## src/rtl/fpnew_pkg.sv

```systemverilog
// fpnew_pkg: shared widths, rounding-mode type and the normalizer stage payload
package fpnew_pkg;
   localparam int unsigned ExpWidth    = 8;
   localparam int unsigned ManWidth    = 23;
   localparam int unsigned MantInWidth = 48;
   localparam int unsigned LzcWidth    = $clog2(MantInWidth + 1);
   typedef enum logic [2:0] {
      RNE = 3'b000,
      RTZ = 3'b001,
      RDN = 3'b010,
      RUP = 3'b011,
      RMM = 3'b100,
      ROD = 3'b101,
      DYN = 3'b111
   } roundmode_e;
   typedef struct packed {
      logic                       sign;
      logic signed [ExpWidth+1:0] exp;
      logic [MantInWidth-1:0]     mant;
      logic                       sticky;
      roundmode_e                 rnd_mode;
      logic [LzcWidth-1:0]        lzc;
      logic                       zero;
   } norm_stage_t;
endpackage

```

## src/rtl/fpnew_norm_sticky_if.sv

```systemverilog
// fpnew_norm_sticky_if: operand-in / rounding-ready-out bus of the normalizer
interface fpnew_norm_sticky_if;
   import fpnew_pkg::*;
   logic                            flush_i;
   logic                            in_valid_i;
   logic                            in_ready_o;
   logic                            sign_i;
   logic signed [ExpWidth+1:0]      exp_i;
   logic [MantInWidth-1:0]          mant_i;
   logic                            sticky_i;
   roundmode_e                      rnd_mode_i;
   logic                            out_valid_o;
   logic                            out_ready_i;
   logic [ExpWidth+ManWidth-1:0]    abs_value_o;
   logic [1:0]                      round_sticky_bits_o;
   logic                            sign_o;
   roundmode_e                      rnd_mode_o;
   logic                            of_o;
   logic                            busy_o;
   modport slave (
      input  flush_i, in_valid_i, sign_i, exp_i, mant_i, sticky_i, rnd_mode_i, out_ready_i,
      output in_ready_o, out_valid_o, abs_value_o, round_sticky_bits_o, sign_o, rnd_mode_o, of_o, busy_o
   );
   modport master (
      output flush_i, in_valid_i, sign_i, exp_i, mant_i, sticky_i, rnd_mode_i, out_ready_i,
      input  in_ready_o, out_valid_o, abs_value_o, round_sticky_bits_o, sign_o, rnd_mode_o, of_o, busy_o
   );
endinterface

```

## src/rtl/fpnew_lzc.sv

```systemverilog
// fpnew_lzc: leading-zero counter with all-zero flag (count = Width when empty)
module fpnew_lzc #(
   parameter int unsigned Width    = 48,
   parameter int unsigned CntWidth = $clog2(Width + 1)
) (
   input  logic [Width-1:0]    data,
   output logic [CntWidth-1:0] cnt,
   output logic                empty
);
   // the highest set bit is visited last and therefore wins
   always_comb begin
      cnt = CntWidth'(Width);
      for (int i = 0; i < Width; i++) if (data[i]) cnt = CntWidth'(Width - 1 - i);
   end
   assign empty = ~|data;
endmodule

```

## src/rtl/fpnew_norm_sticky.sv

```systemverilog
// fpnew_norm_sticky: two-stage normalizer producing {exp, mant}, round/sticky and overflow
module fpnew_norm_sticky
   import fpnew_pkg::*;
(
   input logic                clk_i,
   input logic                rst_ni,
   fpnew_norm_sticky_if.slave bus
);
   localparam int unsigned MW = MantInWidth;
   localparam int unsigned EW = ExpWidth + 4;
   localparam logic signed [EW-1:0] MW_S    = EW'(MW);
   localparam logic signed [EW-1:0] MAX_EXP = EW'((1 << ExpWidth) - 1);
   logic s1_valid, s2_valid, s2_ready, in_ready;
   logic [LzcWidth-1:0] lzc;
   logic lzc_zero;
   norm_stage_t s1_d, s1_q;
   logic signed [EW-1:0] exp_s, lzc_s, e_s, sh_s, rsh;
   logic [2*MW-2:0] wide;
   logic sub, ovf, rnd, stk;
   logic [ManWidth-1:0] man;
   logic [ExpWidth+ManWidth-1:0] abs_d, abs_q;
   logic [1:0] rs_d, rs_q;
   logic sign_q, of_q;
   roundmode_e rnd_q;
   fpnew_lzc #(.Width(MW), .CntWidth(LzcWidth)) i_lzc (
      .data  (bus.mant_i),
      .cnt   (lzc),
      .empty (lzc_zero)
   );
   assign s1_d = '{sign: bus.sign_i, exp: bus.exp_i, mant: bus.mant_i, sticky: bus.sticky_i,
                   rnd_mode: bus.rnd_mode_i, lzc: lzc, zero: lzc_zero};
   assign s2_ready = ~s2_valid | bus.out_ready_i;
   assign in_ready = ~s1_valid | s2_ready;
   // input stage: capture the operand and its leading-zero count on handshake
   always_ff @(posedge clk_i or negedge rst_ni) begin
      if (!rst_ni) begin
         s1_valid <= 1'b0;
         s1_q     <= '0;
      end else begin
         if (bus.flush_i) s1_valid <= 1'b0;
         else if (in_ready) s1_valid <= bus.in_valid_i;
         if (bus.in_valid_i && in_ready) s1_q <= s1_d;
      end
   end
   // normalize: left by lzc when the result stays normal, otherwise align to exponent 1
   always_comb begin
      exp_s = EW'($signed(s1_q.exp));
      lzc_s = EW'({1'b0, s1_q.lzc});
      e_s   = exp_s - lzc_s;
      sub   = e_s < EW'(1);
      ovf   = ~s1_q.zero & (e_s >= MAX_EXP);
      sh_s  = sub ? exp_s - EW'(1) : lzc_s;
      rsh   = (sh_s < -MW_S) ? MW_S : -sh_s;
      wide  = (2*MW-1)'(sh_s[EW-1] ? {s1_q.mant, {MW{1'b0}}} >> rsh : {s1_q.mant, {MW{1'b0}}} << sh_s);
      man   = wide[2*MW-2 -: ManWidth];
      rnd   = wide[2*MW-2-ManWidth];
      stk   = |wide[2*MW-3-ManWidth:0] | s1_q.sticky;
      abs_d = s1_q.zero ? '0 : ovf ? {{ExpWidth{1'b1}}, {ManWidth{1'b0}}}
                                   : {sub ? ExpWidth'(0) : e_s[ExpWidth-1:0], man};
      rs_d  = s1_q.zero ? {1'b0, s1_q.sticky} : ovf ? 2'b00 : {rnd, stk};
   end
   // output stage: hold the result until the rounding stage takes it
   always_ff @(posedge clk_i or negedge rst_ni) begin
      if (!rst_ni) begin
         s2_valid <= 1'b0;
         abs_q    <= '0;
         rs_q     <= '0;
         sign_q   <= 1'b0;
         of_q     <= 1'b0;
         rnd_q    <= RNE;
      end else begin
         if (bus.flush_i) s2_valid <= 1'b0;
         else if (s2_ready) s2_valid <= s1_valid;
         if (s1_valid && s2_ready) begin
            abs_q  <= abs_d;
            rs_q   <= rs_d;
            sign_q <= s1_q.sign;
            of_q   <= ovf;
            rnd_q  <= s1_q.rnd_mode;
         end
      end
   end
   assign bus.in_ready_o          = in_ready;
   assign bus.out_valid_o         = s2_valid;
   assign bus.abs_value_o         = abs_q;
   assign bus.round_sticky_bits_o = rs_q;
   assign bus.sign_o              = sign_q;
   assign bus.rnd_mode_o          = rnd_q;
   assign bus.of_o                = of_q;
   assign bus.busy_o              = s1_valid | s2_valid;
endmodule

```

## src/flat_wrapper.sv

```systemverilog
// flat-port wrapper written by rule: the top's interface ports become plain ports
module fpnew_norm_sticky_flat import fpnew_pkg::*;
  (clk_i, rst_ni, bus_flush_i, bus_in_valid_i, bus_sign_i, bus_exp_i, bus_mant_i, bus_sticky_i, bus_rnd_mode_i, bus_out_ready_i, bus_in_ready_o, bus_out_valid_o, bus_abs_value_o, bus_round_sticky_bits_o, bus_sign_o, bus_rnd_mode_o, bus_of_o, bus_busy_o);
  fpnew_norm_sticky_if bus_i ();
  input logic clk_i;
  input logic rst_ni;
  input wire logic [$bits(bus_i.flush_i)-1:0] bus_flush_i;
  input wire logic [$bits(bus_i.in_valid_i)-1:0] bus_in_valid_i;
  input wire logic [$bits(bus_i.sign_i)-1:0] bus_sign_i;
  input wire logic [$bits(bus_i.exp_i)-1:0] bus_exp_i;
  input wire logic [$bits(bus_i.mant_i)-1:0] bus_mant_i;
  input wire logic [$bits(bus_i.sticky_i)-1:0] bus_sticky_i;
  input wire logic [$bits(bus_i.rnd_mode_i)-1:0] bus_rnd_mode_i;
  input wire logic [$bits(bus_i.out_ready_i)-1:0] bus_out_ready_i;
  output wire logic [$bits(bus_i.in_ready_o)-1:0] bus_in_ready_o;
  output wire logic [$bits(bus_i.out_valid_o)-1:0] bus_out_valid_o;
  output wire logic [$bits(bus_i.abs_value_o)-1:0] bus_abs_value_o;
  output wire logic [$bits(bus_i.round_sticky_bits_o)-1:0] bus_round_sticky_bits_o;
  output wire logic [$bits(bus_i.sign_o)-1:0] bus_sign_o;
  output wire logic [$bits(bus_i.rnd_mode_o)-1:0] bus_rnd_mode_o;
  output wire logic [$bits(bus_i.of_o)-1:0] bus_of_o;
  output wire logic [$bits(bus_i.busy_o)-1:0] bus_busy_o;
  assign bus_i.flush_i = bus_flush_i;
  assign bus_i.in_valid_i = bus_in_valid_i;
  assign bus_i.sign_i = bus_sign_i;
  assign bus_i.exp_i = bus_exp_i;
  assign bus_i.mant_i = bus_mant_i;
  assign bus_i.sticky_i = bus_sticky_i;
  assign bus_i.rnd_mode_i = bus_rnd_mode_i;
  assign bus_i.out_ready_i = bus_out_ready_i;
  assign bus_in_ready_o = bus_i.in_ready_o;
  assign bus_out_valid_o = bus_i.out_valid_o;
  assign bus_abs_value_o = bus_i.abs_value_o;
  assign bus_round_sticky_bits_o = bus_i.round_sticky_bits_o;
  assign bus_sign_o = bus_i.sign_o;
  assign bus_rnd_mode_o = bus_i.rnd_mode_o;
  assign bus_of_o = bus_i.of_o;
  assign bus_busy_o = bus_i.busy_o;
  fpnew_norm_sticky u_core (.clk_i(clk_i), .rst_ni(rst_ni), .bus(bus_i));
endmodule
```

## config.mk

```make
export PLATFORM = sky130hd
export DESIGN_NAME = fpnew_norm_sticky_flat
export DESIGN_NICKNAME = d
export VERILOG_FILES = /design/src/rtl/fpnew_pkg.sv /design/src/rtl/fpnew_norm_sticky_if.sv /design/src/rtl/fpnew_lzc.sv /design/src/rtl/fpnew_norm_sticky.sv /design/src/flat_wrapper.sv
export SDC_FILE = /design/constraint.sdc
export NUM_CORES = 1
export LEC_CHECK = 0
export ABC_AREA = 1
export CORE_UTILIZATION = 40
export DETAILED_ROUTE_END_ITERATION = 7
export HOLD_SLACK_MARGIN = 0.03
export SYNTH_ARGS = -nofsm -noshare
export SYNTH_HDL_FRONTEND = slang
export SYNTH_SLANG_ARGS = --single-unit
export TNS_END_PERCENT = 10
```

## constraint.sdc

```tcl
create_clock -name clk_i -period 5 [get_ports clk_i]
set_input_delay 1.25 -clock clk_i [delete_from_list [all_inputs] [get_ports clk_i]]
set_output_delay 1.25 -clock clk_i [all_outputs]
set_load 0.005 [all_outputs]
```

* Word level (Yosys, flattened, before mapping) *
Index checks and enable logic that the tools add are counted.

cells by class
  magnitude comparators = 3
  $mul = 0
  bitwise logic cells = 8
  div/mod/pow operators = 0
  shifts and indexed selects = 2
  equality and inequality tests = 0
  $add $sub $neg = 3
  reduce and logical (&&, ||, !) cells = 7
  muxes and demuxes = 60

operators by type and width
  kind                     number
  $mux W6                  47
  $shl A96 B12 Y95         1
  $shr A96 B12 Y95         1
  $mux W95                 1
  $reduce_or A71 Y1        1
  $mux W31                 2
  $reduce_or A48 Y1        1
  $mux W12                 2
  $ge A12 B9 Y1 const B    1
  $lt A12 B2 Y1 const B    1
  $lt A12 B7 Y1 const B    1
  $neg A12 Y12             1
  $sub A10 B2 Y11 const B  1
  $sub A10 B7 Y11          1
  $mux W8                  1
  $mux W5                  1
  $mux W1                  4
  $mux W2                  2
  $or A1 B1 Y1             4
  $reduce_bool A2 Y1       2
  $not A1 Y1               3
  $logic_and A1 B1 Y1      2
  $and A1 B1 Y1            1
  $logic_not A1 Y1         1

storage, ports and cells
  word-level logic and storage cells = 97
  input bits = 68
  bits in registers = 110
  output and inout bits = 41
  memories = 0
  ROM bits = 0
  bits in writable memories = 0
  bits in latches = 0

* Logic depth before layout (Yosys ltp) *
Gate-level depths: netlist (run 1).

  depth after elaboration = 48
  mapped depth = 49
  gate-level depth less buffers = 49

* Hierarchy *
From an unflattened synthesis (run 1), not the netlist that was laid out.

second synthesis, totals
  cell total of the unflattened synthesis = 2,177
  area, all modules = 12,798.5 µm²

modules (own cells, without submodules)
  module             area an instance (µm²)  cells each  instances
  fpnew_norm_sticky  12,085.3                2,007       1
  fpnew_lzc          713.2                   170         1

* Least setup slack after synthesis (run 1) *
Ideal clock, no wire load.

  path type = reg-to-reg
  from = reg u_core.s1_q (netlist bit u_core.exp_s[0])
  to = reg u_core.rs_q[0], in the netlist u_core.bus.round_sticky_bits_o[0]
  buffers on the path = 6
  setup slack = -0.159 ns
  required time = 4.934 ns
  stages on the path, launching flop included = 49
  data arrival time = 5.093 ns
  library setup time = 0.066 ns
  path through = dfrtp_1 > inv_1 > ha_1 > inv_1 > fa_1 > nand2_1 > nand2_1 > o21ai_2 > xnor2_1 > nor3_1 > nand2_1 > nor2_2 > nand2_2 > nand2_4 > buf_6 > nand2_2 > nand2_2 > buf_2 > [13 not listed] > nand2_1 > nand2_1 > nand2_1 > nand2_1 > nand2_1 > nand2_1 > nor2_1 > nand3_1 > nor2_1 > nand2_1 > nand2_1 > nor2_1 > nor2_1 > nand2_1 > nand2_1 > nand2_1 > nand2_1 > nand2_1

between the ends
  cells in the longest elaborated chain, start to end = 11
  elaborated cells on any way between the ends = 16

ends and longest elaborated chain
  element                                        line                     text
  start: declaration                             fpnew_norm_sticky.sv:16  norm_stage_t s1_d, s1_q;
  start signal: assignment                       fpnew_norm_sticky.sv:38  s1_q <= '0;
  start signal: assignment                       fpnew_norm_sticky.sv:42  if (bus.in_valid_i && in_ready) s1_q <= s1_d;
  $sub A10 B7 Y11                                fpnew_norm_sticky.sv:49  e_s = exp_s - lzc_s;
  $lt A12 B2 Y1                                  fpnew_norm_sticky.sv:50  sub = e_s < EW'(1);
  $mux W12                                       fpnew_norm_sticky.sv:52  sh_s = sub ? exp_s - EW'(1) : lzc_s;
  $neg A12 Y12 or $lt A12 B7 Y1 (tied branches)  fpnew_norm_sticky.sv:53  rsh = (sh_s < -MW_S) ? MW_S : -sh_s;
  $mux W12                                       fpnew_norm_sticky.sv:53
  $shr A96 B12 Y95                               fpnew_norm_sticky.sv:54  wide = (2*MW-1)'(sh_s[EW-1] ? {s1_q.mant, {MW{1'b0}}} >> rsh : {s1_q.mant, {MW{1'b0}}} << sh_s);
  $mux W95                                       fpnew_norm_sticky.sv:54
  $reduce_or A71 Y1                              fpnew_norm_sticky.sv:57  stk = |wide[2*MW-3-ManWidth:0] | s1_q.sticky;
  $or A1 B1 Y1                                   fpnew_norm_sticky.sv:57
  $mux W2 * (2 in a row)                         fpnew_norm_sticky.sv:60  rs_d = s1_q.zero ? {1'b0, s1_q.sticky} : ovf ? 2'b00 : {rnd, stk};
  end signal: assignment                         fpnew_norm_sticky.sv:76  rs_q <= rs_d;
  end: declaration                               fpnew_norm_sticky.sv:22  logic [1:0] rs_d, rs_q;

Mark *: on every way between the ends. The rest lies on a longest branch, timed or not.
A chain may end at the register's enable or synchronous reset.

* Worst setup path after layout (run 1) *
Ends and elaborated chain as after synthesis.

==> load_flow_metrics.sql, run 1 <==
INSERT INTO impl_metrics (metric_group, metric, value, unit) VALUES
('grt', 'track_usage', '30.6', '%'),
('worst_hold_path', 'hold_depth', '2', ''),
('route', 'detail_route.vias_per_cell', '5.60', ''),
('logic_synthesis', 'synth-main-ff-cell', 'sky130_fd_sc_hd__dfrtp_1', ''),
('power', 'cellLeakagePower', '7.49', 'nW'),
('worst_setup_path', 'crit_path_start_kind', 'register', ''),
('placed_design', 'place.port_buffers', '108', ''),
('timing', 'report.final.slew_viol_count', '0', ''),
('route', 'wl', '48.4', 'mm'),
('route', 'drc_errors', '0', ''),
('worst_hold_path', 'min_from', 'u_core.s1_q[8]', ''),
('worst_setup_path', 'worstPathArrival', '4990', 'ps'),
('route', 'routed-via-count', '14700', ''),
('route', 'routed-wl-met3', '3.58', 'mm'),
('die', 'floorplan.die.height', '175', 'um'),
('logic_synthesis', 'async_reset_ff_share', '100', '%'),
('layout', 'area.growth.synth_to_final', '29.2', '%'),
('logic_synthesis', 'synth.yosys.warnings', '0', ''),
('grt', 'grt_max_degree', '102', ''),
('worst_setup_path', 'worst_path_max_delay_cell', 'sky130_fd_sc_hd__dfrtp_1', ''),
('layout', 'finish.net_count', '2309', ''),
('worst_setup_path', 'worst_r2r_path_depth', '40', ''),
('worst_setup_path', 'buf_inv_on_cp', '6', ''),
('worst_hold_path', 'hp-class', 'register to register', ''),
('die', 'die-area', '0.0305', 'sq mm'),
('logic_synthesis', 'synth.yosys.seq_area_share', '23.1', '%'),
('logic_synthesis', 'number_of_storage_elements_in_the_synthesis_netlist', '110', ''),
('layout', 'layout_commonest_cell', 'sky130_fd_sc_hd__nand2_1', ''),
('timing', 'finalWorstPathRequiredPeriod', '4720', 'ps'),
('logic_synthesis', 'syn-instance-count', '2074', ''),
('logic_synthesis', 'post_synth_num_cell_types', '54', ''),
('layout', 'fill_cells', '3136', ''),
('worst_setup_path', 'critical_path.top_delay_family', 'simple AND/OR/NAND/NOR gates', ''),
('route', 'detailed_routing_iteration_count_for_the_pre_antenna_repair_pass', '6', ''),
('grt', 'grt_pass1_vias', '13400', ''),
('layout', 'diodes', '0', ''),
('grt', 'grt_pass1_wl', '73.2', 'mm'),
('route', 'met2_length', '21.8', 'mm'),
('timing', 'report.final.setup_viol', '0', ''),
('cts', 'clock_tree.htree_level_count', '3', ''),
('route', 'routedLengthMet1', '21.1', 'mm'),
('timing', 'hold_slack', '468', 'ps'),
('placed_design', 'hpwl', '37.5', 'mm'),
('cts', 'clock-sinks', '110', ''),
('placed_design', 'place.gp.congestion', '1.05', ''),
('outcome', 'outcome', 'complete, no violations', ''),
('worst_setup_path', 'cp-startpoint', 'u_core.exp_s[0]', ''),
('power', 'worst_ir_drop_vdd', '0.000210', 'V'),
('die', 'initial_core_util', '41.1', '%'),
('logic_synthesis', 'synth_enable_flop_cells', '0', ''),
('die', 'io-pin-count', '109', ''),
('die', 'die_width', '175', 'um'),
('logic_synthesis', 'mappedNetlistArea', '0.0119', 'sq mm'),
('timing', 'fin_clk_skew', '9.27', 'ps'),
('timing', 'finalHoldViolations', '0', ''),
('run', 'cap_viol_max_count', '0', ''),
('layout', 'fraction_of_final_layout_cells_sized_beyond_drive_strength_1', '16.0', '%'),
('power', 'power.density', '446', 'mW/mm^2'),
('worst_setup_path', 'critical_path.endpoint_type', 'register', ''),
('grt', 'grt_antenna_before_repair', '0', ''),
('die', 'std_cell_rows', '62', ''),
('cts', 'ctsRootBufferMaster', 'sky130_fd_sc_hd__clkbuf_16', ''),
('route', 'avgRoutedWirePerCell', '18.5', 'um'),
('route', 'routed.top_layer', 'met4', ''),
('timing', 'setup_tns', '0', 'ps'),
('logic_synthesis', 'syn_avg_cell_area', '5.75', 'sq um'),
('worst_setup_path', 'cp_slowest_stage_delay', '390', 'ps'),
('worst_setup_path', 'worst_r2r_startpoint', 'u_core.exp_s[0]', ''),
('timing', 'slew-limit-headroom', '40.6', '%'),
('route', 'drt_iter0_drc', '1285', ''),
('worst_setup_path', 'worst-setup-path-type', 'register to register', '');
==> Yosys cell counts, types with 3 or more instances <==
cell type / number / area share (%)
sky130_fd_sc_hd__buf_2: 42 / 1.8
sky130_fd_sc_hd__buf_1: 8 / 0.25
sky130_fd_sc_hd__nand3_1: 341 / 14
sky130_fd_sc_hd__nor2_1: 137 / 4.3
sky130_fd_sc_hd__o221ai_1: 9 / 0.66
sky130_fd_sc_hd__buf_4: 5 / 0.31
sky130_fd_sc_hd__or2_2: 6 / 0.31
sky130_fd_sc_hd__o22ai_1: 12 / 0.63
sky130_fd_sc_hd__o21ai_0: 219 / 9.2
sky130_fd_sc_hd__a22o_1: 25 / 1.8
sky130_fd_sc_hd__nand2_1: 708 / 22
sky130_fd_sc_hd__o311ai_0: 3 / 0.22
sky130_fd_sc_hd__nand2_2: 14 / 0.73
sky130_fd_sc_hd__o21ai_2: 5 / 0.37
sky130_fd_sc_hd__dfrtp_1: 110 / 23
sky130_fd_sc_hd__clkbuf_1: 60 / 1.9
sky130_fd_sc_hd__o21ai_1: 20 / 0.84
sky130_fd_sc_hd__buf_6: 12 / 1.1
sky130_fd_sc_hd__mux2i_1: 16 / 1.3
sky130_fd_sc_hd__nor3_1: 18 / 0.76
sky130_fd_sc_hd__a21oi_1: 39 / 1.6
sky130_fd_sc_hd__xor2_1: 9 / 0.66
sky130_fd_sc_hd__nand4_1: 22 / 1.2
sky130_fd_sc_hd__xnor2_1: 4 / 0.29
sky130_fd_sc_hd__nand3_2: 3 / 0.25
sky130_fd_sc_hd__inv_2: 11 / 0.35
sky130_fd_sc_hd__o211ai_1: 3 / 0.19
sky130_fd_sc_hd__a31oi_1: 9 / 0.47
sky130_fd_sc_hd__ha_1: 8 / 0.84
sky130_fd_sc_hd__nor2_2: 4 / 0.21
sky130_fd_sc_hd__o21a_1: 5 / 0.31
sky130_fd_sc_hd__inv_1: 156 / 4.9
==> cells by family (layout without fill, tap and decap cells) <==
family | count (synthesis) | count (layout) | share of synthesized area (%)
AND/OR/NAND/NOR | 1265 | 1266 | 45.1
AO/OA/AOI/OAI | 363 | 363 | 17.5
buffers and inverters | 297 | 458 | 10.9
flip-flops | 110 | 110 | 23.1
multiplexers | 16 | 16 | 1.34
XOR/XNOR | 14 | 14 | 1.09
adder cells (fa/ha/maj) | 9 | 9 | 1.01
==> power breakdown <==
part	internal (W)	switching, W	total (W)
clock network	0.000338	0.000350	0.000688
registers	0.00103	0.000148	0.00118
logic	0.00198	0.00303	0.00501
==> path summary, 6_finish.rpt <==
check	to	slack [ps]
max	u_core.bus.round_sticky_bits_o[0]	280
min	u_core.bus.rnd_mode_o[1]	470
max reg2reg	u_core.bus.round_sticky_bits_o[0]	280
min reg2reg	u_core.bus.rnd_mode_o[1]	470
max in group asynchronous	u_core.bus.abs_value_o[8]	3150
min in group asynchronous	u_core.bus.abs_value_o[29]	870
==> repair_timing <==
item	4_1_cts	5_1_grt
pin swaps	0	43
setup buffers	0	18
resized for setup	2	166
setup endpoints to repair	1	10
cloned	0	11
hold buffers	0	0
==> metrics by stage <==
step / worst slack, ps / instances / instance area (sq um) / total power, W
after floorplan: 56.9 / 2074 / 11900 / 0.00387
after global placement: 19.3 / 2577 / 14100 / 0.00569
after detailed placement: -19.6 / 2577 / 14100 / 0.00567
after CTS: 30.2 / 2592 / 14400 / 0.00637
after global routing: -60.3 / 2620 / 15400 / 0.00736
final: 276 / 2620 / 15400 / 0.00688
==> layer usage <==
layer / track usage (%) / up-vias
li1: - / 7195
met4: 12.0 / 0
met5: 0 / -
met2: 48.6 / 586
met1: 42.3 / 6790
met3: 3.72 / 104
==> cell type report <==
class                      instances  area [sq um]  area share (%)
sequential                       110          2750            17.9
multi-input combinational       1668          8500            55.2
timing repair buffer             275          2770            18.0
clock buffer                      10           229            1.49
clock inverter                     5          35.0           0.227
tap                              384           480            3.12
inverter                         168           641            4.16
==> worst register-to-register path: cells and delay by family, from the launching register on <==
family          cells  cell delay, ps
fa+ha+maj           2             500
simple gates       29            2770
flops               1             390
xor+xnor            1             120
compound gates      2             190
buf+inv             6             660
==> registers in the layout, indices dropped and copies added (netlist names) <==
| name | flops |
|---|---|
| u_core.bus.abs_value_o | 31 |
| u_core.bus.of_o | 1 |
| u_core.bus.out_valid_o | 1 |
| u_core.bus.rnd_mode_o | 3 |
| u_core.bus.round_sticky_bits_o | 2 |
| u_core.bus.sign_o | 1 |
| u_core.exp_s | 10 |
| u_core.lzc_s | 6 |
| u_core.s1_q | 54 |
| u_core.s1_valid | 1 |
Note: power is estimated with default switching activity, not from simulation.
==> run 2, diff against run 1 <==
Clock period 5 ns to 4.4 ns, I/O delays scaled along.
==> load_flow_metrics.sql, run 2 (synthesis gave the netlist of run 1 again) <==
INSERT INTO impl_metrics (metric_group, metric, value, unit) VALUES
('cts', 'clock_tree.htree_level_count', '3', ''),
('timing', 'report.final.slew_viol_count', '0', ''),
('power', 'internal_power', '0.00429', 'W'),
('layout', 'largest_register', 'u_core.s1_q', ''),
('run', 'cap_viol_max_count', '0', ''),
('outcome', 'violations', 'negative setup slack', ''),
('die', 'initial_core_util', '41.1', '%'),
('layout', 'number_of_flip_flops_under_the_largest_register_name', '54', ''),
('grt', 'global_route_hottest_layer', 'met2', ''),
('worst_setup_path', 'worstPathMaxFanout', '12', ''),
('grt', 'track_usage', '34.8', '%'),
('grt', 'grt_use_met2', '57.0', '%'),
('timing', 'finalHoldViolations', '0', ''),
('cts', 'cts_max_path_buffers', '2', ''),
('grt', 'grt_met3_use', '3.61', '%'),
('placed_design', 'place.port_buffers', '108', ''),
('die', 'std_cell_rows', '62', ''),
('route', 'routed-via-count', '15400', ''),
('power', 'power.density', '512', 'mW/mm^2'),
('cts', 'hold_buffers', '0', ''),
('timing', 'slew-limit-headroom', '44.6', '%'),
('worst_hold_path', 'hp-class', 'register to register', ''),
('cts', 'ctsRootBufferMaster', 'sky130_fd_sc_hd__clkbuf_16', ''),
('worst_setup_path', 'worst_r2r_startpoint', 'u_core.exp_s[0]', ''),
('power', 'worst_ir_drop_vdd', '0.000260', 'V'),
('route', 'drt_iter0_drc', '1403', ''),
('worst_setup_path', 'cp_slowest_stage_delay', '410', 'ps'),
('power', 'power_switching_share', '49.8', '%'),
('power', 'cellLeakagePower', '8.26', 'nW'),
('worst_setup_path', 'worstPathArrival', '5240', 'ps'),
('timing', 'hold_slack', '484', 'ps'),
('worst_setup_path', 'cp-startpoint', 'u_core.exp_s[0]', ''),
('cts', 'numCtsBuffers', '9', ''),
('die', 'die_width', '175', 'um'),
('route', 'wl', '52.3', 'mm'),
('worst_setup_path', 'crit_path_start_kind', 'register', ''),
('die', 'io-pin-count', '109', ''),
('die', 'floorplan.die.height', '175', 'um'),
('worst_hold_path', 'min_to', 'u_core.bus.rnd_mode_o[0]', ''),
('power', 'power_frac_seq', '15.6', '%'),
('power', 'p_sw', '0.00426', 'W'),
('cts', 'clock-sinks', '110', ''),
('worst_hold_path', 'min_from', 'u_core.s1_q[7]', ''),
('grt', 'grt_pass1_vias', '14600', ''),
('timing', 'finalWorstPathRequiredPeriod', '4910', 'ps'),
('timing', 'fmaxAchievable', '204', 'MHz'),
('timing', 'fin_clk_skew', '18.8', 'ps'),
('layout', 'most-common-layout-cells', 'sky130_fd_sc_hd__nand2_1 (667), sky130_fd_sc_hd__nand3_1 (277), sky130_fd_sc_hd__buf_4 (275)', ''),
('grt', 'grt_max_degree', '95', ''),
('layout', 'finish.net_count', '2455', ''),
('worst_setup_path', 'flop_to_flop_setup_slack', '-510', 'ps'),
('power', 'clock_power_share', '10.8', '%'),
('grt', 'met1_usage', '46.7', '%'),
('layout', 'diodes', '0', ''),
('route', 'detail_route.vias_per_cell', '5.56', ''),
('cts', 'clk_pin_slew', '90', 'ps'),
('layout', 'final_core_utilization', '57.5', '%'),
('cts', 'clkLatencyLatePin', '390', 'ps'),
('power', 'combPwrFrac', '73.6', '%'),
('route', 'avgRoutedWirePerCell', '18.9', 'um'),
('worst_setup_path', 'worst-endpoint-required', '4730', 'ps'),
('worst_setup_path', 'cp_common_cell', 'sky130_fd_sc_hd__nand2_1', ''),
('route', 'detailed_routing_iteration_count_for_the_pre_antenna_repair_pass', '8', ''),
('worst_setup_path', 'worst-setup-path-type', 'register to register', ''),
('placed_design', 'hpwl', '40.7', 'mm'),
('die', 'die-area', '0.0305', 'sq mm'),
('worst_setup_path', 'critical_path.endpoint_type', 'register', ''),
('layout', 'area.growth.synth_to_final', '39.9', '%'),
('route', 'drc_errors', '0', ''),
('worst_setup_path', 'worst_r2r_path_depth', '43', ''),
('worst_setup_path', 'worst_path_max_delay_cell', 'sky130_fd_sc_hd__dfrtp_1', ''),
('route', 'final_antenna_net_count', '0', ''),
('worst_setup_path', 'r2r-end', 'u_core.bus.round_sticky_bits_o[0]', ''),
('timing', 'setup_slack', '-514', 'ps'),
('timing', 'worst_slew_pin_slew', '830', 'ps'),
('grt', 'grt-ovfl-total', '0', ''),
('die', 'core', '0.0290', 'sq mm'),
('worst_hold_path', 'hold_depth', '2', ''),
('grt', 'grt_pass1_wl', '82.5', 'mm'),
('outcome', 'outcome', 'complete, but fails checks', ''),
('layout', 'fraction_of_final_layout_cells_sized_beyond_drive_strength_1', '22.2', '%'),
('placed_design', 'place.gp.congestion', '0.994', ''),
('cts', 'tritoncts', 'built', ''),
('timing', 'rsz0062_at_grt', 'yes', ''),
('timing', 'period_share', '112', '%'),
('layout', 'layout_commonest_cell', 'sky130_fd_sc_hd__nand2_1', ''),
('grt', 'grt_antenna_before_repair', '0', ''),
('timing', 'report.final.setup_viol', '18', '');
-- run 2: cell count changes in the layout (fill, tap and decap cells not counted), moves of 4 or more --
cell	change
sky130_fd_sc_hd__o21ai_1	+9
sky130_fd_sc_hd__nor2_2	+4
sky130_fd_sc_hd__nand2_2	+15
sky130_fd_sc_hd__nand2_1	-16
sky130_fd_sc_hd__inv_4	+4
sky130_fd_sc_hd__buf_4	+147
sky130_fd_sc_hd__buf_12	+5
sky130_fd_sc_hd__o21ai_0	-12
sky130_fd_sc_hd__clkbuf_16	-6
sky130_fd_sc_hd__o21ai_4	+4
-- run 2: layout make-up --
type | instances | area (sq um)
fillers | 3001 | 12300
multi-input cells | 1667 | 8600
repair buffers | 422 | 3890
flip-flops and latches | 110 | 2750
inverters | 168 | 641
well taps | 384 | 480
clock buffers | 9 | 225
clock inverters | 7 | 104
-- run 2: power by group through the flow --
stage	combinational (W)	clock [W]	sequential (W)
after floorplan	0.00315	0	0.00129
after global placement	0.00564	0	0.00134
after detailed placement	0.00562	0	0.00134
after CTS	0.00607	0.000934	0.00133
after global routing	0.00683	0.000969	0.00135
final	0.00628	0.000924	0.00133
-- run 2: critical path, delay by kind of cell (launching register included) --
kind	cells	cell delay, ps
and+or+nand+nor	31	2530
buffers and inverters	6	780
adders and majority gates	2	490
AOI/OAI and AO/OA	3	460
DFF	1	410
xor gates and xnor gates	1	170
-- run 2: stage by stage --
stage | worst slack [ps] | total power [W] | cells | setup TNS [ps] | instance area, sq um
2_1_floorplan | -361 | 0.00444 | 2074 | -385 | 12100
3_3_place_gp | -544 | 0.00698 | 2711 | -1760 | 15200
3_5_place_dp | -599 | 0.00696 | 2711 | -3560 | 15200
4_1_cts | -396 | 0.00833 | 2754 | -2060 | 16400
5_1_grt | -852 | 0.00915 | 2767 | -8220 | 16700
6_report | -514 | 0.00854 | 2767 | -1810 | 16700
-- run 2: layer usage --
metal / share of wire, % / vias up
met5: 0 / -
met4: 4.4 / 0
met3: 6.2 / 115
met2: 45 / 617
met1: 44 / 7158
li1: - / 7483
-- run 2: worst max-delay path by stage --
| stage | endpoint | slack, ps | cells past startpoint |
|---|---|---|---|
| 2_1_floorplan | u_core.bus.round_sticky_bits_o[0] | -360 | 47 |
| 3_3_place_gp | u_core.bus.round_sticky_bits_o[0] | -540 | 39 |
| 3_5_place_dp | u_core.bus.round_sticky_bits_o[0] | -600 | 42 |
| 4_1_cts | u_core.bus.round_sticky_bits_o[0] | -400 | 44 |
| 5_1_grt | u_core.bus.round_sticky_bits_o[0] | -850 | 42 |
| 6_report | u_core.bus.round_sticky_bits_o[0] | -510 | 43 |
-- run 2: what timing repair did --
item	4_1_cts	5_1_grt
endpoints found under the hold margin	0	0
buffers inserted	23	12
pin swaps	49	15
endpoints found under the setup margin	25	26
cloned	4	1
gates resized for setup	143	43
